$ cat config.mk
export PLATFORM = sky130hd
export DESIGN_NAME = logic16_arbiter
export DESIGN_NICKNAME = d
export VERILOG_FILES = /design/src/rtl/logic16_arbiter.sv
export SDC_FILE = /design/constraint.sdc
export NUM_CORES = 1
export LEC_CHECK = 0
export ABC_CLOCK_PERIOD_IN_PS = 1800
export BUFFER_PORTS_ARGS = -buffer_cell sky130_fd_sc_hd__buf_2
export CORE_ASPECT_RATIO = 2
export CORE_MARGIN = 1.5
export CORE_UTILIZATION = 35
export CTS_CLUSTER_DIAMETER = 40
export CTS_CLUSTER_SIZE = 25
export DETAILED_ROUTE_END_ITERATION = 10
export HOLD_SLACK_MARGIN = 0.02
export PLACE_DENSITY_LB_ADDON = 0.15
export SYNTH_ARGS = -nofsm -noshare
export SYNTH_HDL_FRONTEND = slang
export SYNTH_HIERARCHICAL = 1
export SYNTH_SLANG_ARGS = --single-unit
$ cat constraint.sdc
create_clock -name clock -period 1.8 [get_ports clock]
set_clock_uncertainty 0.1 [all_clocks]
set_input_delay 0.27 -clock clock [delete_from_list [all_inputs] [get_ports clock]]
set_output_delay 0.27 -clock clock [all_outputs]
set_load 0.1 [all_outputs]
$ cat src/rtl/logic16_arbiter.sv
// logic16_arbiter: two requesters share one WIDTH-bit bitwise logic unit
// (AND / OR / XOR / NOT a). IDLE -> EXEC -> DONE handshake, one operation
// every two cycles when requests are held.
// Optional build macro: LOGIC16_ARB_ROUND_ROBIN_EN
//   defined   -> round-robin between simultaneous requesters
//   undefined -> fixed priority, requester 0 always wins
// Outputs are all registered. An asynchronous active-low reset aborts any
// in-flight operation, and no done is ever produced for it.

// One bit of the shared logic unit; opcode is common to every slice.
module logic16_bitslice (
    input  logic [1:0] op,
    input  logic       a,
    input  logic       b,
    output logic       r
);
    // per-bit logic function, no carries between slices
    always_comb begin
        r = 1'b0;
        case (op)
            2'b00:   r = a & b;
            2'b01:   r = a | b;
            2'b10:   r = a ^ b;
            default: r = ~a;
        endcase
    end
endmodule

module logic16_arbiter #(
    parameter int WIDTH = 16
) (
    input  logic             clock,
    input  logic             reset,
    input  logic             req0,
    input  logic [1:0]       op0,
    input  logic [WIDTH-1:0] a0,
    input  logic [WIDTH-1:0] b0,
    input  logic             req1,
    input  logic [1:0]       op1,
    input  logic [WIDTH-1:0] a1,
    input  logic [WIDTH-1:0] b1,
    output logic             gnt0,
    output logic             gnt1,
    output logic             done,
    output logic             done_id,
    output logic [WIDTH-1:0] result,
    output logic             busy
);

    typedef enum logic [1:0] {
        IDLE = 2'b00,
        EXEC = 2'b01,
        DONE = 2'b10
    } state_t;

    // captured request: operands and the id of the requester that owns them
    typedef struct packed {
        logic [1:0]       op;
        logic [WIDTH-1:0] a;
        logic [WIDTH-1:0] b;
        logic             id;
    } req_t;

    state_t           state;
    req_t             cap;
    req_t             win;
    logic             pick1;
    logic             any_req;
    logic             can_arb;
    logic [WIDTH-1:0] unit_r;

    assign any_req = req0 | req1;
    // arbitration is only open outside EXEC; requests seen in EXEC are ignored
    assign can_arb = (state != EXEC);

`ifdef LOGIC16_ARB_ROUND_ROBIN_EN
    // id of the last granted requester; reset to 1 so requester 0 goes first
    logic last_id;

    // on a tie the requester not granted last wins
    always_comb begin
        pick1 = req1 & (~req0 | ~last_id);
    end

    // pointer follows every grant
    always_ff @(posedge clock or negedge reset) begin
        if (!reset)
            last_id <= 1'b1;
        else if (can_arb && any_req)
            last_id <= pick1;
    end
`else
    // fixed priority: requester 1 wins only when requester 0 is quiet
    always_comb begin
        pick1 = req1 & ~req0;
    end
`endif

    // mux the winning requester's operands into a capture record
    always_comb begin
        win = '0;
        if (pick1) begin
            win.op = op1;
            win.a  = a1;
            win.b  = b1;
            win.id = 1'b1;
        end else begin
            win.op = op0;
            win.a  = a0;
            win.b  = b0;
            win.id = 1'b0;
        end
    end

    // the single shared logic unit, built from WIDTH identical bit slices
    // and fed only from the captured record
    for (genvar i = 0; i < WIDTH; i++) begin : g_slice
        logic16_bitslice u_slice (
            .op (cap.op),
            .a  (cap.a[i]),
            .b  (cap.b[i]),
            .r  (unit_r[i])
        );
    end

    // control FSM with registered grant / busy / done / result outputs
    always_ff @(posedge clock or negedge reset) begin
        if (!reset) begin
            state   <= IDLE;
            cap     <= '0;
            gnt0    <= 1'b0;
            gnt1    <= 1'b0;
            done    <= 1'b0;
            done_id <= 1'b0;
            result  <= '0;
            busy    <= 1'b0;
        end else begin
            gnt0 <= 1'b0;
            gnt1 <= 1'b0;
            done <= 1'b0;
            busy <= 1'b0;
            case (state)
                IDLE, DONE: begin
                    if (any_req) begin
                        cap   <= win;
                        gnt0  <= ~pick1;
                        gnt1  <= pick1;
                        busy  <= 1'b1;
                        state <= EXEC;
                    end else begin
                        state <= IDLE;
                    end
                end
                EXEC: begin
                    result  <= unit_r;
                    done_id <= cap.id;
                    done    <= 1'b1;
                    state   <= DONE;
                end
                default: state <= IDLE;
            endcase
        end
    end

`ifndef SYNTHESIS
    a_gnt_onehot: assert property (@(posedge clock) disable iff (!reset)
        !(gnt0 && gnt1));
    a_exec_one_cycle: assert property (@(posedge clock) disable iff (!reset)
        busy |=> (done && !busy));
`endif

endmodule

==> metrics.md, run 1 <==
| Metric | Value |
|---|---|
| Max-cap viol count | `0` |
| HPWL Detailed | `6080 um` |
| Area Growth Syn to Fin | `27.5%` |
| Slew margin rel. | `0.664` |
| Multi-input logic area | `1490 um^2` |
| Warnings from Yosys | `6` |
| Core area | `9700 um^2` |
| Largest net degree at the start of global routing | `58` |
| Worst Path Buf+Inv | `1` |
| Worst hold path depth | `3` |
| # nets final | `540` |
| Fill cells | `978` |
| CP Launch Type | `flop` |
| P_leak | `2.48 nW` |
| Post-CTS sizing | `0` |
| Area of the mapped netlist | `3460 um^2` |
| FF+latch count, synth | `57` |
| Syn Area/Cell | `10.4 um^2` |
| Worst hold margin | `0.0806 ns` |
| Die W | `73.3 um` |
| Layout cell share with drive strength beyond 1 | `0.359` |
| EDFF count, synth | `0` |
| Critical Path AT | `1.77 ns` |
| First-pass GRT wire length | `13100 um` |
| Reg clk slew, reported paths | `0.05 ns` |
| Fin crit period | `1.67 ns` |
| Setup CP Type | `reg2reg` |
| I/O pin count | `93` |
| CP top delay family | `multiplexers` |
| Total setup buffers inserted after CTS | `0` |
| CP max FO | `3` |
| CTS tree | `done` |
| Register Area | `1430 um^2` |
| Synth Flop Type | `dfrtp_1` |
| CTS Buffer Depth | `2` |
| Share of synthesized flip-flops with an asynchronous set or reset | `1.00` |
| Slowest CP cell | `mux4_2` |
| H-tree depth | `3` |
| Clock tree root buffer cell | `clkbuf_16` |
| PD cells | `1460 nW/um^2` |
| Yosys cell types | `14` |
| M1 wire length | `3090 um` |
| Final Slew Violations | `0` |
| Total Wirelength | `8010 um` |
| Highest Clock Rate | `0.600 GHz` |
| Final Total Pwr | `6.46 mW` |
| Gate Count Post-Synth | `333` |
| DR pass1 iterations | `5` |
| Initial core utilization | `0.357` |
| Port Buf Inserts | `92` |
| Gpl congestion | `0.765` |
| Endpoints failing hold | `0` |
| Worst Path Required | `1.90 ns` |
| Status | `complete, no violations` |
| Routed len/inst | `14.0 um` |
| Total number of vias | `2693` |
| Final core utilization | `0.455` |
| Critical Path Sink Type | `flop` |
| Critical path depth | `4` |
| Fin crit share | `0.927` |
| Die area | `10500 um^2` |
| Net count after synthesis | `437` |
| Routed Antenna Nets | `0` |
| GR Util All Layers | `0.167` |
| Number of cell rows | `51` |
| R2R cell count | `4` |
| Worst-skew pair later-pin latency | `0.33 ns` |
| # diodes | `0` |
| Sum Neg Setup Slack | `0 ns` |
| Endpoints failing setup | `0` |
| Worst-Margin Slew | `0.507 ns` |
| Die height | `144 um` |
| Initial antenna violation count | `0` |
| Most common cell in the netlist | `inv_1` |
| Largest area contributor in the netlist | `dfrtp_1` |
| Max incr delay on CP | `0.46 ns` |
| Synth top area cells | `dfrtp_1 (41%), inv_1 (13%), ha_1 (12%)` |
| CTS Buf Count | `9` |
| Num Clock Sinks | `57` |
| Top Layer Used | `met4` |
| Met3 wire len | `298 um` |
| Top cell type's share of synthesized area | `0.412` |
| Vias in the first global route | `2756` |
| Top cells by count, synth | `inv_1 (119), dfrtp_1 (57), a222oi_1 (34), nor2_1 (34), ha_1 (32)` |
| Worst VDD drop | `0.619 mV` |
| RSZ-0062 raised after global routing | `false` |
| Sequential share of the synthesized area | `0.412` |
| Met2 WL post-DR | `4400 um` |
| HP Class | `in2reg` |
| DR DRC count | `0` |
| Worst path cell trace | `inv_1 > ha_1 > mux4_2 > mux2_2` |
| Gr ovfl total | `0` |
| Initial DRC Count | `204` |
| Via density per instance | `4.71` |
cells in the final DEF, fill, tap and decap left out, types with 2 or more instances in the layout:
cell type  Yosys  final
buf_4          1     14
dfrtp_1       57     55
mux2_2        17     17
mux4_2        16     16
clkbuf_8       0      2
nor2b_2        0      2
dfrtp_2        0      2
clkbuf_16      0      9
nor2_1        34     34
ha_1          32     32
buf_2         12     92
clkbuf_1       0      4
buf_12         0      2
inv_1        119    119
a222oi_1      34     34
power breakdown:
part	switching, mW	internal (mW)	leakage, nW
clock	0.531	0.997	0.130
sequential	0.239	1.64	0.644
combinational	2.17	0.888	1.71
layout make-up:
cell class,count,area share
clock buffers,15,0.0607
multi-input cells,140,0.337
flip-flops and latches,57,0.324
well taps,132,0.0374
repair buffers,109,0.140
inverters,119,0.101
worst register-to-register path, cell delays in order (launching register included):
cell,delay (ns)
dfrtp_1,0.36
inv_1,0.07
ha_1,0.30
mux4_2,0.46
mux2_2,0.27
path summary, 6_finish.rpt:
path	endpoint	start	slack [ns]
setup / recovery	result[7]$_DFFE_PN0P_	cap[24]$_DFFE_PN0P_	0.13
hold / removal	cap[15]$_DFFE_PN0P_	b0[14]	0.08
setup reg to reg	result[7]$_DFFE_PN0P_	cap[24]$_DFFE_PN0P_	0.13
hold reg to reg	result[1]$_DFFE_PN0P_	result[1]$_DFFE_PN0P_	0.40
max in group asynchronous	result[5]$_DFFE_PN0P_	reset	0.93
min in group asynchronous	cap[2]$_DFFE_PN0P_	reset	0.37
per-layer routing:
metal / vias to the layer above / track usage
met5: - / 0
met4: 0 / 0.101
met3: 13 / 0.0196
met2: 82 / 0.302
met1: 1296 / 0.179
li1: 1302 / -
sequential cells by signal (all words and copies together) (netlist names):
register,cells
cap,35
result,16
busy,1
done,1
done_id,1
gnt0,1
gnt1,1
state,1
kinds of logic after synthesis:
family          after synthesis  share of synthesized area
mux                          33                      0.159
buf+inv                     136                      0.162
compound gates               36                      0.105
simple gates                 39                     0.0459
fa+ha+maj                    32                      0.116
flops                        57                      0.412
what timing repair did:
item                       in CTS  in global routing
hold endpoints to repair       57                  0
hold buffers                    1                  0
setup endpoints to repair       0                  0
per-stage QoR:
step | cell area [um^2] | setup slack [ns] | instances
final | 4410 | 0.132 | 572
after global routing | 4410 | 0.0552 | 572
after CTS | 4410 | 0.114 | 572
after detailed placement | 4130 | 0.121 | 556
after global placement | 4130 | 0.171 | 556
after floorplan | 3460 | 0.122 | 333
Note: power is estimated with default switching activity, not from simulation.
==> run 2, diff against run 1 <==
ABC_AREA = 1   (was unset)
ABC_CLOCK_PERIOD_IN_PS = 1600   (was 1800)
REMOVE_ABC_BUFFERS = 1   (was unset)
clock period = 1.6 ns   (was 1.8 ns; I/O delays follow)
==> run 2 against run 1 <==
  * Die area increased by 15%
  * Largest cell class unchanged
  * Via count up 42%
  * Global-route usage is 0.73 points higher
  * Utilization fell by 1.2 points
  * Synthesized cell count rose by 86%
  * Final area rose by 13%
  * Sequential share of layout area shrank 3.7 points
==> metrics.md, run 2 <==
| Metric | Value |
|---|---|
| Status | `complete, no violations` |
| Reg power frac | `0.279 (-0.012)` |
| CTS Buf Count | `9 (unchanged)` |
| Final Total Pwr | `7.90 mW (+22%)` |
| Gate Count Post-Synth | `618 (+86%)` |
| CTS Buffer Depth | `2 (unchanged)` |
| Worst Path Buf+Inv | `1 (unchanged)` |
| Clock share of power | `0.234 (-0.003)` |
| Largest register FFs | `35 (unchanged)` |
| Sequential share of the synthesized area | `0.357 (-0.0550)` |
| Initial DRC Count | `128 (-37%)` |
| Final core utilization | `0.443 (-0.0119)` |
| GR Util All Layers | `0.175 (+0.00734)` |
| Final Slew Violations | `0 (unchanged)` |
| First-pass GRT wire length | `16400 um (+25%)` |
| Core area | `11200 um^2 (+16%)` |
| Clock tree root buffer cell | `clkbuf_16` |
| Final Cell Area | `4970 um^2 (+13%)` |
| H-tree depth | `3 (unchanged)` |
| Number of cell rows | `55 (+7.8%)` |
| Max-cap viol count | `0 (unchanged)` |
| Gr ovfl total | `0 (unchanged)` |
| Total setup buffers inserted after CTS | `0 (unchanged)` |
| Biggest register | `cap` |
| CTS tree | `done` |
| DR DRC count | `0 (unchanged)` |
| Worst-Margin Slew | `0.607 ns (+0.100 ns)` |
| Layout cell share with drive strength beyond 1 | `0.175 (-0.184)` |
| Setup CP Type | `reg2out` |
| Endpoints failing hold | `0 (unchanged)` |
| Critical Path AT | `1.14 ns (-0.63 ns)` |
| Reg clk slew, reported paths | `0.05 ns (about the same)` |
| Post-placement cell area | `4660 um^2 (+13%)` |
| P_leak | `3.22 nW (+30%)` |
| Hold Buf Count CTS | `1 (unchanged)` |
| Worst-skew pair later-pin latency | `0.33 ns (about the same)` |
| Share of synthesized flip-flops with an asynchronous set or reset | `1.00 (unchanged)` |
| Post-CTS sizing | `0 (unchanged)` |
| Port Buf Inserts | `92 (unchanged)` |
| Max incr delay on CP | `0.44 ns (-0.02 ns)` |
| Die W | `78.5 um (+7.1%)` |
| Top cells by count, synth | `nand2_1 (233), inv_1 (166), nand3_1 (100), dfrtp_1 (57), ha_1 (32)` |
| Fin crit period | `1.48 ns` |
| Yosys cell types | `16 (+2)` |
| Synth top area cells | `dfrtp_1 (36%), nand2_1 (22%), inv_1 (16%)` |
| Regs by FF count | `cap x35, result x16` |
| Num Clock Sinks | `57 (unchanged)` |
| RSZ-0062 raised after global routing | `false` |
| Worst path cell trace | `buf_2` |
| Syn Area/Cell | `6.46 um^2 (-38%)` |
| Most common cell in the netlist | `nand2_1` |
| Area Growth Syn to Fin | `24.4%` |
| Vias in the first global route | `3713 (+35%)` |
| Fill cells | `1170 (+20%)` |
| Slowest CP cell | `buf_2` |
| Initial antenna violation count | `0 (unchanged)` |
| Endpoints failing setup | `0 (unchanged)` |
| Fin crit share | `0.922` |
| CP top delay family | `buffers and inverters` |
| EDFF count, synth | `0 (unchanged)` |
| Largest net degree at the start of global routing | `58 (unchanged)` |
| PD cells | `1590 nW/um^2 (+8.6%)` |
| Largest area contributor in the netlist | `dfrtp_1` |
| Comb pwr share | `0.487 (+0.014)` |
| Sw Pwr | `3.91 mW (+33%)` |
| Sum Neg Setup Slack | `0 ns (unchanged)` |
| HP Class | `in2reg` |
| Area of the mapped netlist | `3990 um^2 (+15%)` |
| Initial core utilization | `0.356 (-0.000760)` |
| CP max FO | `2 (-1)` |
| Most frequent cells in the layout | `nand2_1 (233), inv_1 (166), nand3_1 (100), buf_2 (92), dfrtp_1 (56)` |
| Gpl congestion | `0.766 (+0.14%)` |
| DR pass1 iterations | `4 (-1)` |
| Highest Clock Rate | `0.678 GHz` |
| Routed Antenna Nets | `0 (unchanged)` |
| # nets final | `819 (+52%)` |
| Via density per instance | `4.42 (-6.0%)` |
| Critical Path Sink Type | `output port` |
| FF+latch count, synth | `57 (unchanged)` |
| Warnings from Yosys | `6 (unchanged)` |
| Post-Layout Cell Count | `862 (+51%)` |
| I/O pin count | `93 (unchanged)` |
| Routed len/inst | `11.4 um (-18%)` |
| Die height | `154 um (+7.3%)` |
| Commonest non-fill, non-tap cell in the layout | `nand2_1` |
| Cells after DPL | `845 (+52%)` |
| Top cell type's share of synthesized area | `0.357 (-0.0550)` |
| Slew margin rel. | `0.595 (-0.0697)` |
| Synth Flop Type | `dfrtp_1` |
| Total number of vias | `3813 (+42%)` |
| CP Launch Type | `flop` |
| Die area | `12100 um^2 (+15%)` |
| HPWL Detailed | `6920 um (+14%)` |
| Total Wirelength | `9860 um (+23%)` |
| # diodes | `0 (unchanged)` |
| Worst VDD drop | `0.954 mV (+54%)` |
| P_int | `3.99 mW (+13%)` |
| Net Sw Frac | `0.495 (+0.0402)` |
| Worst Path Required | `1.26 ns (-0.64 ns)` |
==> run 2: worst min-delay path: cells and delay by family <==
| kind | cells | cell delay [ns] |
|---|---|---|
| buf+inv | 1 | 0.10 |
| simple gates | 2 | 0.16 |
==> run 2: cells by family (layout without fill, tap and decap cells) <==
family                   Yosys count  in the layout  share of synthesized area
AND/OR/NAND/NOR                  338            338                      0.352
buffers and inverters            189            291                      0.189
flip-flops                        57             57                      0.357
adder cells (fa/ha/maj)           32             32                      0.100
AO/OA/AOI/OAI                      2              2                    0.00250
==> run 2: final cells by class <==
type | instances | area (um^2) | area share
Clock inverter | 1 | 7.51 | 0.00151
Multi-Input combinational cell | 372 | 1810 | 0.365
Clock buffer | 15 | 288 | 0.0579
Sequential cell | 57 | 1430 | 0.287
Inverter | 170 | 643 | 0.129
Tap cell | 142 | 178 | 0.0358
Timing Repair Buffer | 105 | 611 | 0.123
==> run 2: layer usage <==
metal / track usage / wire length, um / up-vias
li1: - / - / 1983
met1: 0.175 / 3910 / 1757
met2: 0.342 / 5470 / 63
met3: 0.0303 / 333 / 10
met4: 0.0680 / 149 / 0
met5: 0 / 0 / -
==> run 2: path summary, 6_finish.rpt <==
| kind | startpoint | to | slack (ns) | cells after the start |
|---|---|---|---|---|
| worst min register to register | state[0]$_DFF_PN0_ | gnt1$_DFF_PN0_ | 0.36 | 1 |
| min in group asynchronous | reset | result[3]$_DFFE_PN0P_ | 0.35 | 3 |
| worst min-delay path | req0 | state[0]$_DFF_PN0_ | 0.12 | 3 |
| worst max register to register | state[0]$_DFF_PN0_ | cap[33]$_DFFE_PN0P_ | 0.18 | 6 |
| max in group asynchronous | reset | cap[2]$_DFFE_PN0P_ | 0.78 | 3 |
| worst max-delay path | result[8]$_DFFE_PN0P_ | result[8] | 0.12 | 1 |
==> run 2: power by group through the flow <==
stage	Clock (mW)	Sequential, mW	Combinational (mW)
3_3_place_gp	0	2.22	3.77
2_1_floorplan	0	3.90	1.29
4_1_cts	1.89	2.22	3.89
3_5_place_dp	0	2.24	3.88
6_report	1.85	2.20	3.85
5_1_grt	1.95	2.28	4.24
==> run 2: stage by stage <==
stage	hold WS, ns	worst slack, ns
finish	0.116	0.124
global route	0.127	0.00394
CTS	0.100	0.0956
detailed placement	0.172	0.162
global placement	0.174	0.206
floorplan	-0.156	-0.353
==> run 3, diff against run 2 <==
CORE_ASPECT_RATIO = unset   (was 2)
PLACE_DENSITY = 0.6   (was unset)
PLACE_DENSITY_LB_ADDON = unset   (was 0.15)
REMOVE_ABC_BUFFERS = unset   (was 1)
==> run 3 against run 2 <==
  * First-iteration DRC count up 55%
  * Die area shrank 0.33%
  * Clock power is 3% lower
  * Power shrank 0.13%
  * Final area down 0.28%
  * Global-route usage grew 1.5 points
==> metrics.md, run 3 (synthesis gave the netlist of run 2 again) <==
| Metric | Value |
|---|---|
| HP Class | `in2reg` |
| Fill cells | `1091 (-6.8%)` |
| Worst Path Buf+Inv | `1 (unchanged)` |
| DR pass1 iterations | `4 (unchanged)` |
| CTS Buffer Depth | `2 (unchanged)` |
| Initial antenna violation count | `0 (unchanged)` |
| Endpoints failing hold | `0 (unchanged)` |
| Die area | `12100 um^2 (-0.33%)` |
| Total number of vias | `3834 (+0.55%)` |
| Setup CP Type | `reg2out` |
| Vias in the first global route | `3821 (+2.9%)` |
| Comb pwr share | `0.493 (+0.006)` |
| Die W | `110 um (+40%)` |
| P_leak | `3.22 nW (about the same)` |
| Max-cap viol count | `0 (unchanged)` |
| Core area | `11000 um^2 (-2.1%)` |
| CP Launch Type | `flop` |
| Largest net degree at the start of global routing | `58 (unchanged)` |
| Routed Antenna Nets | `0 (unchanged)` |
| Post-placement cell area | `4660 um^2 (about the same)` |
| Sw Pwr | `3.95 mW (+0.99%)` |
| Initial core utilization | `0.364 (+0.00759)` |
| First-pass GRT wire length | `17400 um (+6.3%)` |
| # diodes | `0 (unchanged)` |
| Die height | `110 um (-29%)` |
| Largest register FFs | `35 (unchanged)` |
| Cells after DPL | `843 (-0.24%)` |
| CTS Buf Count | `9 (unchanged)` |
| Gr ovfl total | `0 (unchanged)` |
| Worst-skew pair later-pin latency | `0.32 ns (about the same)` |
| Most frequent cells in the layout | `nand2_1 (233), inv_1 (166), nand3_1 (100), buf_2 (92), dfrtp_1 (56)` |
| Clock tree root buffer cell | `clkbuf_16` |
| Net count after synthesis | `722` |
| Routed len/inst | `11.8 um (+3.1%)` |
| Endpoints failing setup | `0 (unchanged)` |
| Biggest register | `cap` |
| Reg clk slew, reported paths | `0.05 ns (about the same)` |
| Register Area | `1430 um^2 (unchanged)` |
| GR Util All Layers | `0.190 (+0.0150)` |
| P_int | `3.94 mW (-1.2%)` |
| Critical Path Sink Type | `output port` |
| Fin crit period | `1.49 ns (+0.0169 ns)` |
| Reg power frac | `0.281 (+0.002)` |
| Port Buf Inserts | `92 (unchanged)` |
| # nets final | `819 (unchanged)` |
| Area Growth Syn to Fin | `24.1%` |
| Net Sw Frac | `0.500 (+0.00558)` |
| Worst VDD drop | `0.860 mV (-9.9%)` |
| Multi-input logic area | `1810 um^2 (unchanged)` |
| Worst path cell trace | `buf_2` |
| Worst Path Required | `1.26 ns (about the same)` |
| Max incr delay on CP | `0.44 ns (about the same)` |
| Worst-Margin Slew | `0.493 ns (-0.114 ns)` |
| Sum Neg Setup Slack | `0 ns (unchanged)` |
| Number of cell rows | `38 (-31%)` |
| Status | `complete, no violations` |
| Slowest CP cell | `buf_2` |
| Initial DRC Count | `199 (+55%)` |
| CTS tree | `done` |
| Highest Clock Rate | `0.670 GHz (-1.1%)` |
| Commonest non-fill, non-tap cell in the layout | `nand2_1` |
| Critical Path AT | `1.15 ns (about the same)` |
| Gpl congestion | `0.761 (-0.67%)` |
| CP top delay family | `buffers and inverters` |
| Slew margin rel. | `0.674 (+0.0790)` |
| PD cells | `1590 nW/um^2 (+0.15%)` |
| Final Cell Area | `4950 um^2 (-0.28%)` |
| Via density per instance | `4.46 (+0.90%)` |
| HPWL Detailed | `7280 um (+5.2%)` |
| I/O pin count | `93 (unchanged)` |
| Post-Layout Cell Count | `859 (-0.35%)` |
| H-tree depth | `3 (unchanged)` |
| Total Wirelength | `10100 um (+2.8%)` |
| Regs by FF count | `cap x35, result x16` |
| Fin crit share | `0.933 (+0.0106)` |
| Num Clock Sinks | `57 (unchanged)` |
| Final Total Pwr | `7.89 mW (-0.13%)` |
| DR DRC count | `0 (unchanged)` |
| Final Slew Violations | `0 (unchanged)` |
| Layout cell share with drive strength beyond 1 | `0.177 (+0.00163)` |
| CP max FO | `2 (unchanged)` |
| RSZ-0062 raised after global routing | `false` |
| Clock share of power | `0.226 (-0.008)` |
[run 3: power groups by stage]
stage,Combinational [mW],Sequential [mW],Clock (mW)
6_report,3.89,2.21,1.79
5_1_grt,4.31,2.28,1.92
4_1_cts,3.92,2.22,1.82
3_5_place_dp,3.91,2.24,0
3_3_place_gp,3.79,2.22,0
2_1_floorplan,1.36,3.90,0
[run 3: worst register-to-register path, stage by stage, from the launching register on]
cell and delay [ns]:
dfrtp_1 0.39, inv_2 0.08, or2_1 0.30, clkinv_4 0.23, nand2_1 0.14, nand2_1 0.06
[run 3: what timing repair did]
item,4_1_cts,5_1_grt
endpoints found under the hold margin,57,0
hold buffers,1,0
setup endpoints to repair,0,26
setup buffers,0,0
resized for setup,0,2
[run 3: path summary, 6_finish.rpt]
check	startpoint	depth (start not counted)	slack (ns)	end
setup / recovery	done$_DFF_PN0_	1	0.11	done
hold / removal	req0	3	0.10	state[0]$_DFF_PN0_
setup reg to reg	state[0]$_DFF_PN0_	5	0.19	result[1]$_DFFE_PN0P_
hold reg to reg	result[7]$_DFFE_PN0P_	2	0.37	result[7]$_DFFE_PN0P_
max in group asynchronous	reset	3	0.75	done$_DFF_PN0_
min in group asynchronous	reset	3	0.33	cap[15]$_DFFE_PN0P_
[run 3: layout make-up]
cell class	instances	area share
clock buffer	12	0.0538
clock inverter	3	0.00303
inverter	170	0.130
multi-input combinational	372	0.366
sequential	57	0.288
tap	140	0.0354
timing repair buffer	105	0.123
[run 3: metrics by stage]
step / hold WS [ns] / worst slack [ns] / utilization
after floorplan: -0.156 / 0.00103 / -
after global placement: 0.170 / 0.174 / 0.424
after detailed placement: 0.170 / 0.132 / 0.424
after CTS: 0.0970 / 0.0944 / 0.451
after global routing: 0.107 / 0.0637 / 0.451
final: 0.104 / 0.107 / 0.451
[run 3: per-layer routing]
| metal | share of wire | up-vias | global-route usage |
|---|---|---|---|
| met1 | 0.45 | 1731 | 0.245 |
| met5 | 0 | - | 0 |
| met2 | 0.46 | 102 | 0.310 |
| met3 | 0.078 | 4 | 0.0462 |
| li1 | - | 1997 | - |
| met4 | 0.0062 | 0 | 0.0622 |
